===== src/rtl/axi4_slave_write_ctrl.sv =====
// AXI4 slave write-channel controller: accepts one AW burst at a time, turns each
// W beat into a byte-strobed memory write and returns the B response.
module axi4_slave_write_ctrl #(
  parameter int DATA_WIDTH = 64,
  parameter int ADDR_WIDTH = 32,
  parameter int ID_WIDTH   = 4,
  parameter int STRB_WIDTH = DATA_WIDTH / 8,
  parameter int MEM_BYTES  = 12 * 1024
) (
  input  logic                                     aclk,
  input  logic                                     aresetn,
  input  logic [ID_WIDTH-1:0]                      awid,
  input  logic [ADDR_WIDTH-1:0]                    awaddr,
  input  logic [7:0]                               awlen,
  input  logic [2:0]                               awsize,
  input  logic [1:0]                               awburst,
  input  logic                                     awvalid,
  output logic                                     awready,
  input  logic [DATA_WIDTH-1:0]                    wdata,
  input  logic [STRB_WIDTH-1:0]                    wstrb,
  input  logic                                     wlast,
  input  logic                                     wvalid,
  output logic                                     wready,
  output logic [ID_WIDTH-1:0]                      bid,
  output logic [1:0]                               bresp,
  output logic                                     bvalid,
  input  logic                                     bready,
  output logic                                     mem_wr_en,
  output logic [ADDR_WIDTH-$clog2(STRB_WIDTH)-1:0] mem_wr_addr,
  output logic [DATA_WIDTH-1:0]                    mem_wr_data,
  output logic [STRB_WIDTH-1:0]                    mem_wr_strb
);
  localparam int LANE_BITS = $clog2(STRB_WIDTH);
  localparam int WORD_W    = ADDR_WIDTH - LANE_BITS;
  localparam int EXT_W     = ADDR_WIDTH + 1;
  localparam logic [1:0] BURST_FIXED = 2'b00;
  localparam logic [1:0] BURST_INCR  = 2'b01;
  localparam logic [1:0] BURST_WRAP  = 2'b10;
  localparam logic [1:0] BURST_RSVD  = 2'b11;
  localparam logic [1:0] RESP_OKAY   = 2'b00;
  localparam logic [1:0] RESP_SLVERR = 2'b10;

  typedef logic [EXT_W-1:0] ext_addr_t;
  typedef enum logic [1:0] {IDLE, DATA, RESP} state_e;

  state_e                state_q, state_d;
  logic                  awready_q, awready_d;
  logic                  wready_q, wready_d;
  logic                  bvalid_q, bvalid_d;
  logic [ID_WIDTH-1:0]   bid_q, bid_d;
  logic [1:0]            bresp_q, bresp_d;
  logic                  mem_wr_en_q, mem_wr_en_d;
  logic [WORD_W-1:0]     mem_wr_addr_q, mem_wr_addr_d;
  logic [DATA_WIDTH-1:0] mem_wr_data_q, mem_wr_data_d;
  logic [STRB_WIDTH-1:0] mem_wr_strb_q, mem_wr_strb_d;
  logic [ID_WIDTH-1:0]   awid_q, awid_d;
  logic [7:0]            awlen_q, awlen_d;
  logic [2:0]            awsize_q, awsize_d;
  logic [1:0]            awburst_q, awburst_d;
  ext_addr_t             addr_q, addr_d;
  ext_addr_t             wrap_base_q, wrap_base_d;
  ext_addr_t             wrap_end_q, wrap_end_d;
  logic [7:0]            beat_cnt_q, beat_cnt_d;
  logic                  err_q, err_d;
  logic                  bad_q, bad_d;

  ext_addr_t             beat_bytes, incr_addr, next_addr;
  ext_addr_t             aw_bytes, aw_bound, aw_base;
  logic                  aw_bad, beat_oob, beat_last, beat_drop, err_next;
  logic [STRB_WIDTH-1:0] lane_mask;
  int                    size_bytes, lane_lo, lane_hi;

  // Per-beat address/strobe arithmetic, kept one bit wider so overflow reads as out of range.
  always_comb begin
    beat_bytes = ext_addr_t'(1) << awsize_q;
    incr_addr  = (addr_q & ~(beat_bytes - ext_addr_t'(1))) + beat_bytes;
    next_addr  = incr_addr;
    case (awburst_q)
      BURST_FIXED: next_addr = addr_q;
      BURST_WRAP:  next_addr = (incr_addr == wrap_end_q) ? wrap_base_q : incr_addr;
      default:     next_addr = incr_addr;
    endcase
    beat_oob   = (addr_q + beat_bytes) > ext_addr_t'(MEM_BYTES);
    size_bytes = 1 << awsize_q;
    lane_lo    = int'(addr_q[LANE_BITS-1:0]);
    lane_hi    = (lane_lo & ~(size_bytes - 1)) + size_bytes - 1;
    for (int i = 0; i < STRB_WIDTH; i++) begin
      lane_mask[i] = (i >= lane_lo) && (i <= lane_hi);
    end
    aw_bytes = ext_addr_t'(1) << awsize;
    aw_bound = (ext_addr_t'(awlen) + ext_addr_t'(1)) << awsize;
    aw_base  = {1'b0, awaddr} & ~(aw_bound - ext_addr_t'(1));
    aw_bad   = (awburst == BURST_RSVD) || (awsize > 3'(LANE_BITS)) ||
               ((awburst == BURST_WRAP) &&
                (!(awlen inside {8'd1, 8'd3, 8'd7, 8'd15}) ||
                 (({1'b0, awaddr} & (aw_bytes - ext_addr_t'(1))) != '0)));
    beat_last = (beat_cnt_q == awlen_q);
    beat_drop = bad_q || beat_oob;
  end

  always_comb begin
    state_d       = state_q;
    awready_d     = awready_q;
    wready_d      = wready_q;
    bvalid_d      = bvalid_q;
    bid_d         = bid_q;
    bresp_d       = bresp_q;
    mem_wr_en_d   = 1'b0;
    mem_wr_addr_d = mem_wr_addr_q;
    mem_wr_data_d = mem_wr_data_q;
    mem_wr_strb_d = mem_wr_strb_q;
    awid_d        = awid_q;
    awlen_d       = awlen_q;
    awsize_d      = awsize_q;
    awburst_d     = awburst_q;
    addr_d        = addr_q;
    wrap_base_d   = wrap_base_q;
    wrap_end_d    = wrap_end_q;
    beat_cnt_d    = beat_cnt_q;
    err_d         = err_q;
    bad_d         = bad_q;
    err_next      = err_q;
    case (state_q)
      IDLE: begin
        awready_d = 1'b1;
        if (awvalid && awready_q) begin
          awid_d      = awid;
          awlen_d     = awlen;
          awsize_d    = awsize;
          awburst_d   = awburst;
          addr_d      = {1'b0, awaddr};
          wrap_base_d = aw_base;
          wrap_end_d  = aw_base + aw_bound;
          bad_d       = aw_bad;
          beat_cnt_d  = '0;
          err_d       = 1'b0;
          awready_d   = 1'b0;
          wready_d    = 1'b1;
          state_d     = DATA;
        end
      end
      DATA: begin
        if (wvalid && wready_q) begin
          // Illegal beats are still consumed so the burst length stays in step with the master.
          err_next      = err_q || beat_drop || (wlast != beat_last);
          err_d         = err_next;
          mem_wr_en_d   = !beat_drop;
          mem_wr_addr_d = addr_q[ADDR_WIDTH-1:LANE_BITS];
          mem_wr_data_d = wdata;
          mem_wr_strb_d = wstrb & lane_mask;
          beat_cnt_d    = beat_cnt_q + 8'd1;
          addr_d        = next_addr;
          if (beat_last) begin
            wready_d = 1'b0;
            bvalid_d = 1'b1;
            bid_d    = awid_q;
            bresp_d  = err_next ? RESP_SLVERR : RESP_OKAY;
            state_d  = RESP;
          end
        end
      end
      RESP: begin
        if (bready && bvalid_q) begin
          bvalid_d  = 1'b0;
          awready_d = 1'b1;
          state_d   = IDLE;
        end
      end
      default: state_d = IDLE;
    endcase
  end

  always_ff @(posedge aclk or negedge aresetn) begin
    if (!aresetn) begin
      state_q       <= IDLE;
      awready_q     <= 1'b0;
      wready_q      <= 1'b0;
      bvalid_q      <= 1'b0;
      bid_q         <= '0;
      bresp_q       <= RESP_OKAY;
      mem_wr_en_q   <= 1'b0;
      mem_wr_addr_q <= '0;
      mem_wr_data_q <= '0;
      mem_wr_strb_q <= '0;
      awid_q        <= '0;
      awlen_q       <= '0;
      awsize_q      <= '0;
      awburst_q     <= '0;
      addr_q        <= '0;
      wrap_base_q   <= '0;
      wrap_end_q    <= '0;
      beat_cnt_q    <= '0;
      err_q         <= 1'b0;
      bad_q         <= 1'b0;
    end else begin
      state_q       <= state_d;
      awready_q     <= awready_d;
      wready_q      <= wready_d;
      bvalid_q      <= bvalid_d;
      bid_q         <= bid_d;
      bresp_q       <= bresp_d;
      mem_wr_en_q   <= mem_wr_en_d;
      mem_wr_addr_q <= mem_wr_addr_d;
      mem_wr_data_q <= mem_wr_data_d;
      mem_wr_strb_q <= mem_wr_strb_d;
      awid_q        <= awid_d;
      awlen_q       <= awlen_d;
      awsize_q      <= awsize_d;
      awburst_q     <= awburst_d;
      addr_q        <= addr_d;
      wrap_base_q   <= wrap_base_d;
      wrap_end_q    <= wrap_end_d;
      beat_cnt_q    <= beat_cnt_d;
      err_q         <= err_d;
      bad_q         <= bad_d;
    end
  end

  assign awready     = awready_q;
  assign wready      = wready_q;
  assign bvalid      = bvalid_q;
  assign bid         = bid_q;
  assign bresp       = bresp_q;
  assign mem_wr_en   = mem_wr_en_q;
  assign mem_wr_addr = mem_wr_addr_q;
  assign mem_wr_data = mem_wr_data_q;
  assign mem_wr_strb = mem_wr_strb_q;

endmodule


===== config.mk =====
export PLATFORM = sky130hd
export DESIGN_NAME = axi4_slave_write_ctrl
export DESIGN_NICKNAME = d
export VERILOG_FILES = /design/src/rtl/axi4_slave_write_ctrl.sv
export SDC_FILE = /design/constraint.sdc
export NUM_CORES = 1
export LEC_CHECK = 0
export BUFFER_PORTS_ARGS = -buffer_cell sky130_fd_sc_hd__buf_2
export CELL_PAD_IN_SITES_DETAIL_PLACEMENT = 1
export CELL_PAD_IN_SITES_GLOBAL_PLACEMENT = 2
export CORE_ASPECT_RATIO = 1.2
export CORE_MARGIN = 3
export CORE_UTILIZATION = 37
export CTS_BUF_LIST = sky130_fd_sc_hd__clkbuf_4 sky130_fd_sc_hd__clkbuf_8 sky130_fd_sc_hd__clkbuf_16
export DETAILED_ROUTE_END_ITERATION = 7
export GPL_TIMING_DRIVEN = 0
export PLACE_DENSITY_LB_ADDON = 0.08
export SLEW_MARGIN = 0
export SYNTH_ARGS = -nofsm -noshare
export SYNTH_HDL_FRONTEND = slang
export SYNTH_SLANG_ARGS = --single-unit

===== constraint.sdc =====
create_clock -name aclk -period 12.45 [get_ports aclk]
set_clock_uncertainty 0.2 [all_clocks]
set_input_delay 2.49 -clock aclk [delete_from_list [all_inputs] [get_ports aclk]]
set_output_delay 2.49 -clock aclk [all_outputs]
set_load 0.01 [all_outputs]

==> results.txt, run 1 <==
Slew Limit Fails - 0
Gr usage total - 25.2%
Endpoints failing hold - 0
Family with the most delay on the worst path - simple AND/OR/NAND/NOR gates
Multi-input gate area - 9150 um2
Critical Path Stages - 21
Initial Utilization - 37.6%
Worst-path clk slew - 60 ps
Syn_nets - 2,107
Final WS setup - 4740 ps
Period utilization - 62.0%
DRC - 0
Crit path capture type - flop
Seq/Total Area, Yosys - 37.5%
Leading cell types by count after synthesis - 576 x nand2_1, 237 x dfrtp_1, 95 x nor2_1, 93 x o21ai_0
VDD IR max - 0.000116 V
CP required - 12,700 ps
Final WL - 58.6 mm
Netlist Area Pre-Place - 15,800 um2
DP Cell Count - 2,710
Crit path max fanout - 10
Starting DRT DRC Count - 700
Worst-Margin Slew - 805 ps
Reg2Reg Setup Slack - 6760 ps
Nets - 2,364
CTS tree - yes
Ys async rst share - 100%
Num rows - 82
Setup crit end - wrap_end_q[31]
Critical Path Max Stage Delay - 620 ps
Relative slew slack - 46.3%
Routed Antenna Nets - 0
CP max stage cell - nor4_2
Worst EP arrival - 7970 ps
Status - complete, no violations
Routed WL per cell - 21.2 um
Initial antenna violation count - 0
Core footprint - 42,000 um2
Synth unique cells - 105
CP bufs+invs - 2
# clock sinks - 237
Post-synth EDFFs - 0
Vias/cell - 5.47
Setup Viol. Count Final - 0
FF/Latch Area - 5930 um2
Worst Reg-to-Reg Cells - 19
Die area - 45,200 um2
Setup Slack @ Placement - 4310 ps
Htree depth - 1
Input/output buffers - 225
Worst r2r dst - bresp[1]
Synth top area share - 37.5%
Fmax - 130 MHz
Total congestion overflow - 0
Pin count of the biggest net entering global routing - 105
Clock Latency Late Sink - 570 ps
Synth Instances - 1,936
Post-CTS Setup Bufs - 0
Final setup TNS - 0 ps
YS warnings - 0
Critical path origin - awlen[1]
Die X - 195 um
Hold Path Class - flop to flop
P_leak - 8.95 nW
Post-CTS Resized - 0
Most frequent cell after synthesis - nand2_1
Max Root-Sink Buffers - 3
Layout cells sized above 1 - 16.5%
Final hold slack - 268 ps
Final Non-Filler Cells - 2,757
DP Wirelength - 46.9 mm
Routed vias - 15,100
Number of global-route vias before repair - 15,700
RSZ-0062 raised after global routing - no
Crit Path Class - input port to flop
Top cells by area, synth - dfrtp_1 38%, nand2_1 14%, xnor2_1 4.4%
Ys flop type - dfrtp_1
Critical-path cell list - buf_2, ha_1, nand3_1, o211a_1, nor4_2, o221ai_2, nor3_2, nand4_1, buf_2, nor3_1, xnor2_1, and2_1, ha_1, a21oi_1, o21bai_1, a21o_1, a41o_1, nand2_2, nor4_4, nand3_1, a221o_1
First-pass GRT wire length - 91.2 mm
FF+latch count, synth - 237
CTS buffer count - 27
N_diodes - 0
Initial DRT Pass Iterations - 5
Post-CTS Hold Buffers - 0
Gpl congestion - 0.911
Crit Reg-Reg Startpoint - awsize_q[1]
Post-synth top area cell - dfrtp_1
Clk root buf - clkbuf_16
Fillers - 5,223
Layout area overhead - 17.5%
IO Pins - 238
Die height - 232 um
Pwr/cell area - 229 nW/um2
Startpoint Class - input port
Max-Cap Viols - 0
Mean Syn Cell Area - 8.16 um2
Min Tclk post-route - 7710 ps
worst min path at each step:
stage	startpoint	to	slack, ps	cells after the start
6_report	mem_wr_addr[17]	mem_wr_addr[17]	270	2
5_1_grt	mem_wr_data[42]	mem_wr_data[42]	290	2
2_1_floorplan	wrap_base_q[19]	wrap_base_q[19]	240	2
3_5_place_dp	mem_wr_data[57]	mem_wr_data[57]	260	2
3_3_place_gp	mem_wr_data[23]	mem_wr_data[23]	250	2
4_1_cts	mem_wr_data[57]	mem_wr_data[57]	270	2
layer usage:
layer / track usage [%] / vias to the layer above / share of wire [%]
met5: 0 / - / 0
met4: 8.13 / 0 / 3.1
met3: 2.97 / 88 / 4.2
met2: 43.9 / 351 / 48
met1: 32.9 / 7429 / 45
li1: - / 7219 / -
metrics by stage:
step | cell area [um2] | total power, mW | utilization [%]
floorplan | 15800 | 2.67 | -
global placement | 17600 | 3.39 | 42.0
detailed placement | 17700 | 3.46 | 42.1
CTS | 18600 | 4.28 | 44.2
global route | 18600 | 4.57 | 44.2
finish | 18600 | 4.24 | 44.2
flip-flops by register name, indices dropped and copies added, names as in the netlist, 3 cells and up:
name / flops
mem_wr_addr: 29
bid: 4
mem_wr_data: 64
wrap_end_q: 33
awsize_q: 3
awlen_q: 8
mem_wr_strb: 8
beat_cnt_q: 8
awid_q: 4
wrap_base_q: 32
addr_q: 33
worst reg2reg max path, cell delays in order (launching register included):
cell       delay [ps]
dfrtp_1           450
buf_2             220
nor3_1            540
ha_1              360
inv_1              90
fa_1              420
nor2b_1           130
o21ai_0           110
a21boi_0          280
o21ai_0           170
a21oi_1           170
o21ai_0           190
and2_1            220
clkbuf_1          180
or4_1             600
a221oi_1          390
nand4_1           160
a2111oi_1         290
buf_2             250
a41oi_1           130
logic make-up (layout without fill, tap and decap cells):
kind of cell / count (synthesis) / in the layout / share of synthesized area (%)
and+or+nand+nor: 921 / 921 / 25.9
buffers and inverters: 167 / 442 / 4.54
adders and majority gates: 44 / 44 / 3.58
AOI/OAI and AO/OA: 388 / 388 / 17.6
muxes: 49 / 49 / 3.20
other: 1 / 1 / 0.0237
DFF: 237 / 237 / 37.5
xor gates and xnor gates: 129 / 129 / 7.60
where the power goes:
group / leakage, nW / switching [mW] / total, mW / internal, mW
Clock: 0.441 / 0.336 / 0.794 / 0.458
Combinational: 5.50 / 1.30 / 2.08 / 0.783
Sequential: 3.00 / 0.266 / 1.37 / 1.10
placed cells by master, fill, tap and decap left out, drive strengths merged, types with 10 or more instances in the layout:
| cell | n |
|---|---|
| nand4 | 22 |
| and2 | 21 |
| o21ai | 111 |
| nor2 | 96 |
| a21o | 20 |
| dfrtp | 237 |
| or3 | 11 |
| nand2 | 579 |
| clkbuf | 117 |
| inv | 52 |
| mux2i | 37 |
| a21oi | 54 |
| ha | 42 |
| o31ai | 20 |
| o221ai | 19 |
| nor4 | 15 |
| xor2 | 45 |
| nand2b | 17 |
| buf | 264 |
| xnor2 | 79 |
| or2 | 13 |
| mux2 | 12 |
| a211oi | 16 |
| nand3 | 49 |
| nor2b | 13 |
| o211ai | 17 |
| a31oi | 10 |
| a22oi | 14 |
| and3 | 24 |
| nor3 | 35 |
layout make-up:
cell class / count / area share (%)
Buffer: 118 / 2.87
Clock buffer: 35 / 4.17
Clock inverter: 12 / 0.573
Inverter: 49 / 0.991
Multi-Input combinational cell: 1532 / 49.3
Sequential cell: 237 / 32.0
Tap cell: 546 / 3.68
Timing Repair Buffer: 228 / 6.45
Power figures use the tool's default switching activity.
==> run 2: changes to the inputs <==
--- a/config.mk
+++ b/config.mk
@@ -5,12 +5,13 @@
 export SDC_FILE = /design/constraint.sdc
 export NUM_CORES = 1
 export LEC_CHECK = 0
+export ABC_AREA = 1
 export BUFFER_PORTS_ARGS = -buffer_cell sky130_fd_sc_hd__buf_2
 export CELL_PAD_IN_SITES_DETAIL_PLACEMENT = 1
 export CELL_PAD_IN_SITES_GLOBAL_PLACEMENT = 2
 export CORE_ASPECT_RATIO = 1.2
 export CORE_MARGIN = 3
-export CORE_UTILIZATION = 37
+export CORE_UTILIZATION = 29
 export CTS_BUF_LIST = sky130_fd_sc_hd__clkbuf_4 sky130_fd_sc_hd__clkbuf_8 sky130_fd_sc_hd__clkbuf_16
 export DETAILED_ROUTE_END_ITERATION = 7
 export GPL_TIMING_DRIVEN = 0
==> constraint.sdc (replaced) <==
create_clock -name aclk -period 6.3 [get_ports aclk]
set_clock_uncertainty 0.2 [all_clocks]
set_input_delay 1.26 -clock aclk [delete_from_list [all_inputs] [get_ports aclk]]
set_output_delay 1.26 -clock aclk [all_outputs]
set_load 0.01 [all_outputs]
==> run 2 against run 1 <==
Against the previous run:
- sequential power up 11%
- worst hold slack worse by 1.8 ps
- flip-flop and latch count unchanged
- worst setup slack worse by 4200 ps
- design area up 3.9%
- register-to-register slack worse by 6200 ps
- critical endpoint is now bresp[1]
- largest cell class unchanged
==> results.txt, run 2 <==
Synth unique cells - 57 (was 105)
Layout cells sized above 1 - 13.4% (was 16.5%)
Setup Viol. Count Final - 0 (unchanged)
CTS tree - yes (unchanged)
Final Non-Filler Cells - 3,458 (was 2,757)
Met3 Use GR - 2.16% (was 2.97%)
Area after DPL - 18,300 um2 (was 17,700 um2)
Crit path max fanout - 8 (was 10)
CP required - 6550 ps (was 12,700 ps)
Final WS setup - 512 ps (was 4740 ps)
Routed WL per cell - 19.7 um (was 21.2 um)
GRT met1 Usage - 29.5% (was 32.9%)
Routed Antenna Nets - 0 (unchanged)
Synth top area share - 36.7% (was 37.5%)
Post-synth EDFFs - 0 (unchanged)
Combinational power share - 8.7% (was 49.1%)
Die height - 265 um (was 232 um)
Hold Path Class - flop to flop (unchanged)
Syn_nets - 2,622 (was 2,107)
Post-synth top area cell - dfrtp_1 (unchanged)
Design area - 19,300 um2 (was 18,600 um2)
Compound-Gate Fraction of Synth Area - 9.62% (was 17.6%)
Post-CTS Hold Buffers - 0 (unchanged)
Synth Area in Simple Gates - 38.8% (was 25.9%)
Clock Latency Late Sink - 570 ps (about the same)
Setup Slack @ Placement - 298 ps (was 4310 ps)
Post-Synth Adder-Cell Area - 3.50% (was 3.58%)
Period utilization - 91.9%
Initial Utilization - 29.4% (was 37.6%)
Reg power frac - 43.7% (was 32.2%)
First-pass GRT wire length - 106 mm (was 91.2 mm)
DP Cell Count - 3,409 (was 2,710)
Max Root-Sink Buffers - 3 (unchanged)
Core footprint - 55,000 um2 (was 42,000 um2)
Commonest cells after routing, fill and taps aside - 843 x nand2_1, 288 x inv_1, 254 x nand3_1 (was 576 x nand2_1, 240 x buf_2, 237 x dfrtp_1)
Layout area overhead - 19.1% (was 17.5%)
Seq/Total Area, Yosys - 36.7% (was 37.5%)
Netlist Area Pre-Place - 16,200 um2 (was 15,800 um2)
Post-CTS Setup Bufs - 0 (unchanged)
Synth Instances - 2,451 (was 1,936)
Starting DRT DRC Count - 776 (was 700)
Pwr/cell area - 181 nW/um2 (was 229 nW/um2)
Crit Path Class - flop to flop (was input port to flop)
RSZ-0062 raised after global routing - no (unchanged)
Endpoints failing hold - 0 (unchanged)
Routing usage on met2 - 41.3% (was 43.9%)
P_sw - 0.893 mW (was 1.90 mW)
P_int - 2.59 mW (was 2.34 mW)
Largest family of logic cells by synthesized area - simple AND/OR/NAND/NOR gates (unchanged)
CTS buffer count - 28 (was 27)
Post-CTS Resized - 0 (unchanged)
Final WL - 68.2 mm (was 58.6 mm)
Initial antenna violation count - 0 (unchanged)
Mean Syn Cell Area - 6.60 um2 (was 8.16 um2)
Routed vias - 16,900 (was 15,100)
Num rows - 94 (was 82)
Switching Share - 25.6% (was 44.8%)
Startpoint Class - flop (was input port)
# clock sinks - 237 (unchanged)
FF+latch count, synth - 237 (unchanged)
Worst-path clk slew - 60 ps (about the same)
VDD IR max - 0.000188 V (was 0.000116 V)
Pin count of the biggest net entering global routing - 113 (was 105)
Clk root buf - clkbuf_16 (unchanged)
DP Wirelength - 56.8 mm (was 46.9 mm)
Ys async rst share - 100% (unchanged)
DRC - 0 (unchanged)
Htree depth - 1 (unchanged)
Initial DRT Pass Iterations - 5 (unchanged)
IO Pins - 238 (unchanged)
Leading cell types by count after synthesis - 843 x nand2_1, 288 x inv_1, 254 x nand3_1, 237 x dfrtp_1, 200 x nor2_1 (was 576 x nand2_1, 237 x dfrtp_1, 95 x nor2_1, 93 x o21ai_0)
Crit path capture type - flop (unchanged)
Most common cell after layout, fill and taps aside - nand2_1 (unchanged)
Total congestion overflow - 0 (unchanged)
Final setup TNS - 0 ps (unchanged)
Fin util - 35.0% (was 44.2%)
Worst-Margin Slew - 1110 ps (was 805 ps)
Die X - 222 um (was 195 um)
Post-synthesis mux area share - 0.0619% (was 3.20%)
Vias/cell - 4.88 (was 5.47)
Synth Area in XOR/XNOR - 2.31% (was 7.60%)
GRT busiest layer - met2 (unchanged)
Top cells by area, synth - dfrtp_1 37%, nand2_1 20%, nand3_1 7.9% (was dfrtp_1 38%, nand2_1 14%, xnor2_1 4.4%)
Ys flop type - dfrtp_1 (unchanged)
Die area - 58,700 um2 (was 45,200 um2)
YS warnings - 0 (unchanged)
Gr usage total - 22.9% (was 25.2%)
Min Tclk post-route - 5790 ps
Clk pwr share - 47.6% (was 18.7%)
Nets - 2,890 (was 2,364)
Input/output buffers - 235 (was 225)
Slew Limit Fails - 0 (unchanged)
Relative slew slack - 25.4% (was 46.3%)
Max-Cap Viols - 0 (unchanged)
P_leak - 10.4 nW (was 8.95 nW)
Status - complete, no violations (unchanged)
Fillers - 7,143 (was 5,223)
Worst EP arrival - 6040 ps (was 7970 ps)
Gpl congestion - 0.901 (was 0.911)
N_diodes - 0 (unchanged)
Max FFs per register - 64 (unchanged)
Fmax - 173 MHz
Most frequent cell after synthesis - nand2_1 (unchanged)
Number of global-route vias before repair - 18,000 (was 15,700)
## run 2: metal layers
| layer | up-vias | part of all wire, % | wire length, um |
|---|---|---|---|
| met1 | 8155 | 45 | 30900 |
| met3 | 79 | 2.9 | 1950 |
| met5 | - | 0 | 0 |
| met4 | 0 | 2.6 | 1760 |
| li1 | 8393 | - | - |
| met2 | 251 | 49 | 33700 |
## run 2: final timing paths
check                           depth (start not counted)  slack, ps             from         endpoint
worst max-delay path                                   23        510      awsize_q[2]         bresp[1]
worst min-delay path                                    2        270  mem_wr_data[38]  mem_wr_data[38]
worst max register to register                         23        510      awsize_q[2]         bresp[1]
worst min register to register                          2        270  mem_wr_data[38]  mem_wr_data[38]
max in group asynchronous                               2       4710          aresetn       addr_q[20]
min in group asynchronous                               1        310          aresetn  mem_wr_data[21]
## run 2: power by group through the flow
stage	sequential (mW)	combinational, mW	clock (mW)
detailed placement	1.55	0.308	0
global placement	1.55	0.301	0
CTS	1.52	0.310	1.71
floorplan	1.55	0.150	0
global route	1.52	0.344	1.77
finish	1.52	0.304	1.66
## run 2: cell type report
class / instances / area (um2) / share of cell area, %
clock inverters: 7 / 71.3 / 0.370
multi-input cells: 1834 / 8790 / 45.6
well taps: 720 / 901 / 4.67
plain buffers: 73 / 317 / 1.64
inverters: 307 / 1150 / 5.98
repair buffers: 238 / 1250 / 6.50
flip-flops and latches: 237 / 5930 / 30.8
clock buffers: 42 / 861 / 4.47
## run 2: critical path: stages (launching register included)
cell      delay (ps)
dfrtp_1          420
inv_2            170
nand3_1          210
inv_1            160
ha_1             410
inv_1            140
fa_1             440
nand3b_1         210
nor2_1           160
nor2_1            90
o21ai_0          650
nand2_1          230
nor2_1           450
nand2_1          220
inv_1            120
nand4_1          170
nand2_1          110
o21ai_0           80
nor2_1           100
nand4_1           90
nor2_1           450
nand3_1          210
nand2_1          110
nand2_1           60
## run 2: kinds of logic (layout without fill, tap and decap cells)
family,count (synthesis),in the layout
buffers and inverters,380,667
and+or+nand+nor,1462,1462
muxes,1,1
DFF,237,237
AOI/OAI and AO/OA,289,289
adders and majority gates,44,44
xor gates and xnor gates,37,37
other,1,1
## run 2: through the flow
stage,hold slack (ps),total power [mW]
final,266,3.49
after floorplan,242,1.70
after global routing,289,3.64
after CTS,270,3.54
after global placement,249,1.85
after detailed placement,255,1.86
==> run 3: changes to the inputs <==
--- a/config.mk
+++ b/config.mk
@@ -15,7 +15,7 @@
 export CTS_BUF_LIST = sky130_fd_sc_hd__clkbuf_4 sky130_fd_sc_hd__clkbuf_8 sky130_fd_sc_hd__clkbuf_16
 export DETAILED_ROUTE_END_ITERATION = 7
 export GPL_TIMING_DRIVEN = 0
-export PLACE_DENSITY_LB_ADDON = 0.08
+export PLACE_DENSITY_LB_ADDON = 0.1
 export SLEW_MARGIN = 0
 export SYNTH_ARGS = -nofsm -noshare
 export SYNTH_HDL_FRONTEND = slang
==> run 3 against run 2 <==
Against the previous run:
- worst setup slack improved by 160 ps
- count of clock-buffer cells in the layout increased by 3
- routed wire length decreased by 0.25%
- via count increased by 1.3%
- critical endpoint is now err_q
- clock power about the same
==> results.txt, run 3 (synthesis gave the netlist of run 2 again) <==
WL met2 - 33.6 mm (was 33.7 mm)
Layout cells sized above 1 - 13.5% (was 13.4%)
Hold Path Class - flop to flop (unchanged)
Initial antenna violation count - 1 (was 0)
Relative slew slack - 23.6% (was 25.4%)
Most common cell after layout, fill and taps aside - nand2_1 (unchanged)
Worst-path clk slew - 60 ps (about the same)
Final setup TNS - 0 ps (unchanged)
Commonest cells after routing, fill and taps aside - 843 x nand2_1, 288 x inv_1, 254 x nand3_1 (unchanged)
Worst-Margin Slew - 1140 ps (was 1110 ps)
Worst EP arrival - 5880 ps (was 6040 ps)
Number of global-route vias before repair - 18,100 (was 18,000)
Period utilization - 89.4% (was 91.9%)
P_leak - 10.4 nW (about the same)
Starting DRT DRC Count - 803 (was 776)
Layout area overhead - 19.2% (was 19.1%)
# clock sinks - 237 (unchanged)
Crit Path Class - flop to flop (unchanged)
Max-Cap Viols - 0 (unchanged)
Core footprint - 55,000 um2 (unchanged)
CP required - 6550 ps (about the same)
Crit path max fanout - 8 (unchanged)
Status - complete, no violations (unchanged)
Htree depth - 1 (unchanged)
DRC - 0 (unchanged)
Slew Limit Fails - 0 (unchanged)
Die height - 265 um (unchanged)
CTS buffer count - 28 (unchanged)
IO Pins - 238 (unchanged)
Crit path capture type - flop (unchanged)
Total power - 3.50 mW (was 3.49 mW)
Min Tclk post-route - 5630 ps (was 5790 ps)
VDD IR max - 0.000189 V (was 0.000188 V)
Fmax - 178 MHz (was 173 MHz)
Die X - 222 um (unchanged)
Endpoints failing hold - 0 (unchanged)
WL met3 - 2.28 mm (was 1.95 mm)
Gpl congestion - 0.903 (was 0.901)
Total congestion overflow - 0 (unchanged)
Clk root buf - clkbuf_16 (unchanged)
Setup Viol. Count Final - 0 (unchanged)
Pin count of the biggest net entering global routing - 96 (was 113)
Routed WL per cell - 19.7 um (about the same)
Initial Utilization - 29.4% (unchanged)
Pwr/cell area - 181 nW/um2 (about the same)
First-pass GRT wire length - 106 mm (about the same)
Uppermost routed layer - met4 (unchanged)
Startpoint Class - flop (unchanged)
Initial DRT Pass Iterations - 4 (was 5)
Final WL - 68.1 mm (was 68.2 mm)
Fillers - 7,174 (was 7,143)
Die area - 58,700 um2 (unchanged)
Post-CTS Setup Bufs - 0 (unchanged)
RSZ-0062 raised after global routing - no (unchanged)
Routed metal-1 wire length - 30.2 mm (was 30.9 mm)
Vias/cell - 4.94 (was 4.88)
Max FFs per register - 64 (unchanged)
Input/output buffers - 235 (unchanged)
Gr usage total - 22.8% (was 22.9%)
CTS tree - yes (unchanged)
Max Root-Sink Buffers - 3 (unchanged)
Nets - 2,890 (unchanged)
DP Wirelength - 56.9 mm (was 56.8 mm)
Routed vias - 17,100 (was 16,900)
Routed Antenna Nets - 0 (unchanged)
Num rows - 94 (unchanged)
Clock Latency Late Sink - 570 ps (about the same)
## run 3: cell types whose count changed in the layout (fill, tap and decap cells not counted)
cell        previous run  this run
clkbuf_4               7        10
clkinvlp_4             2         0
clkinv_2               3         4
clkinv_4               0         1
diode_2                0         1
inv_6                  0         1
inv_8                  1         0
o21ai_0              133       132
o21ai_1                9        10
## run 3: area by class of cell
class,instances,area (um2),area share (%)
Multi-Input combinational cell,1834,8790,45.5
Tap cell,720,901,4.67
Clock buffer,45,883,4.58
Timing Repair Buffer,238,1250,6.49
Antenna cell,1,2.50,0.0130
Clock inverter,7,67.6,0.350
Buffer,73,317,1.64
Sequential cell,237,5930,30.7
Inverter,307,1150,5.97
## run 3: metrics by stage
step / cells / setup WS (ps) / hold slack, ps / instance area [um2] / util, %
2_1_floorplan: 2451 / 1440 / 242 / 16200 / -
3_3_place_gp: 3406 / -784 / 249 / 18300 / 33.2
3_5_place_dp: 3409 / 299 / 256 / 18300 / 33.3
4_1_cts: 3461 / 487 / 270 / 19300 / 35.0
5_1_grt: 3462 / 188 / 295 / 19300 / 35.0
6_report: 3462 / 671 / 266 / 19300 / 35.0
## run 3: metal layers
layer,vias to the layer above,GRT usage (%)
li1,8418,-
met1,8274,28.8
met2,319,41.2
met3,86,2.22
met4,0,6.61
met5,-,0
## run 3: repair_timing
item | CTS | global route
hold buffers | 0 | 0
gates resized for setup | 0 | 1
setup endpoints to repair | 0 | 2
## run 3: path summary, 6_finish.rpt
path | from | end | slack [ps] | cells past startpoint
worst min-delay path | mem_wr_data[14] | mem_wr_data[14] | 270 | 2
worst max-delay path | awsize_q[2] | err_q | 670 | 23
max in group asynchronous | aresetn | wrap_end_q[15] | 4570 | 2
worst max register to register | awsize_q[2] | err_q | 670 | 23
worst min register to register | mem_wr_data[14] | mem_wr_data[14] | 270 | 2
min in group asynchronous | aresetn | mem_wr_data[16] | 410 | 1
## run 3: worst max-delay path, stage by stage, from the launching register on
cell      delay (ps)
dfrtp_1          420
inv_2            170
nand3_1          200
inv_1            160
ha_1             430
inv_1            140
fa_1             440
nand3b_1         200
nor2_1           160
nor2_1           100
o21ai_1          460
nand2_1          210
nor2_1           430
nand2_1          240
inv_1            130
nand4_1          140
nand2_1           90
o21ai_0           80
nor2_1           140
nand4_1           90
nor2_1           470
nand3_1          230
nand2_1          100
nand2_1           60
## run 3: report_power, final
group,switching [mW],internal [mW]
registers,0,1.52
logic,0.212,0.0906
clock network,0.676,0.999
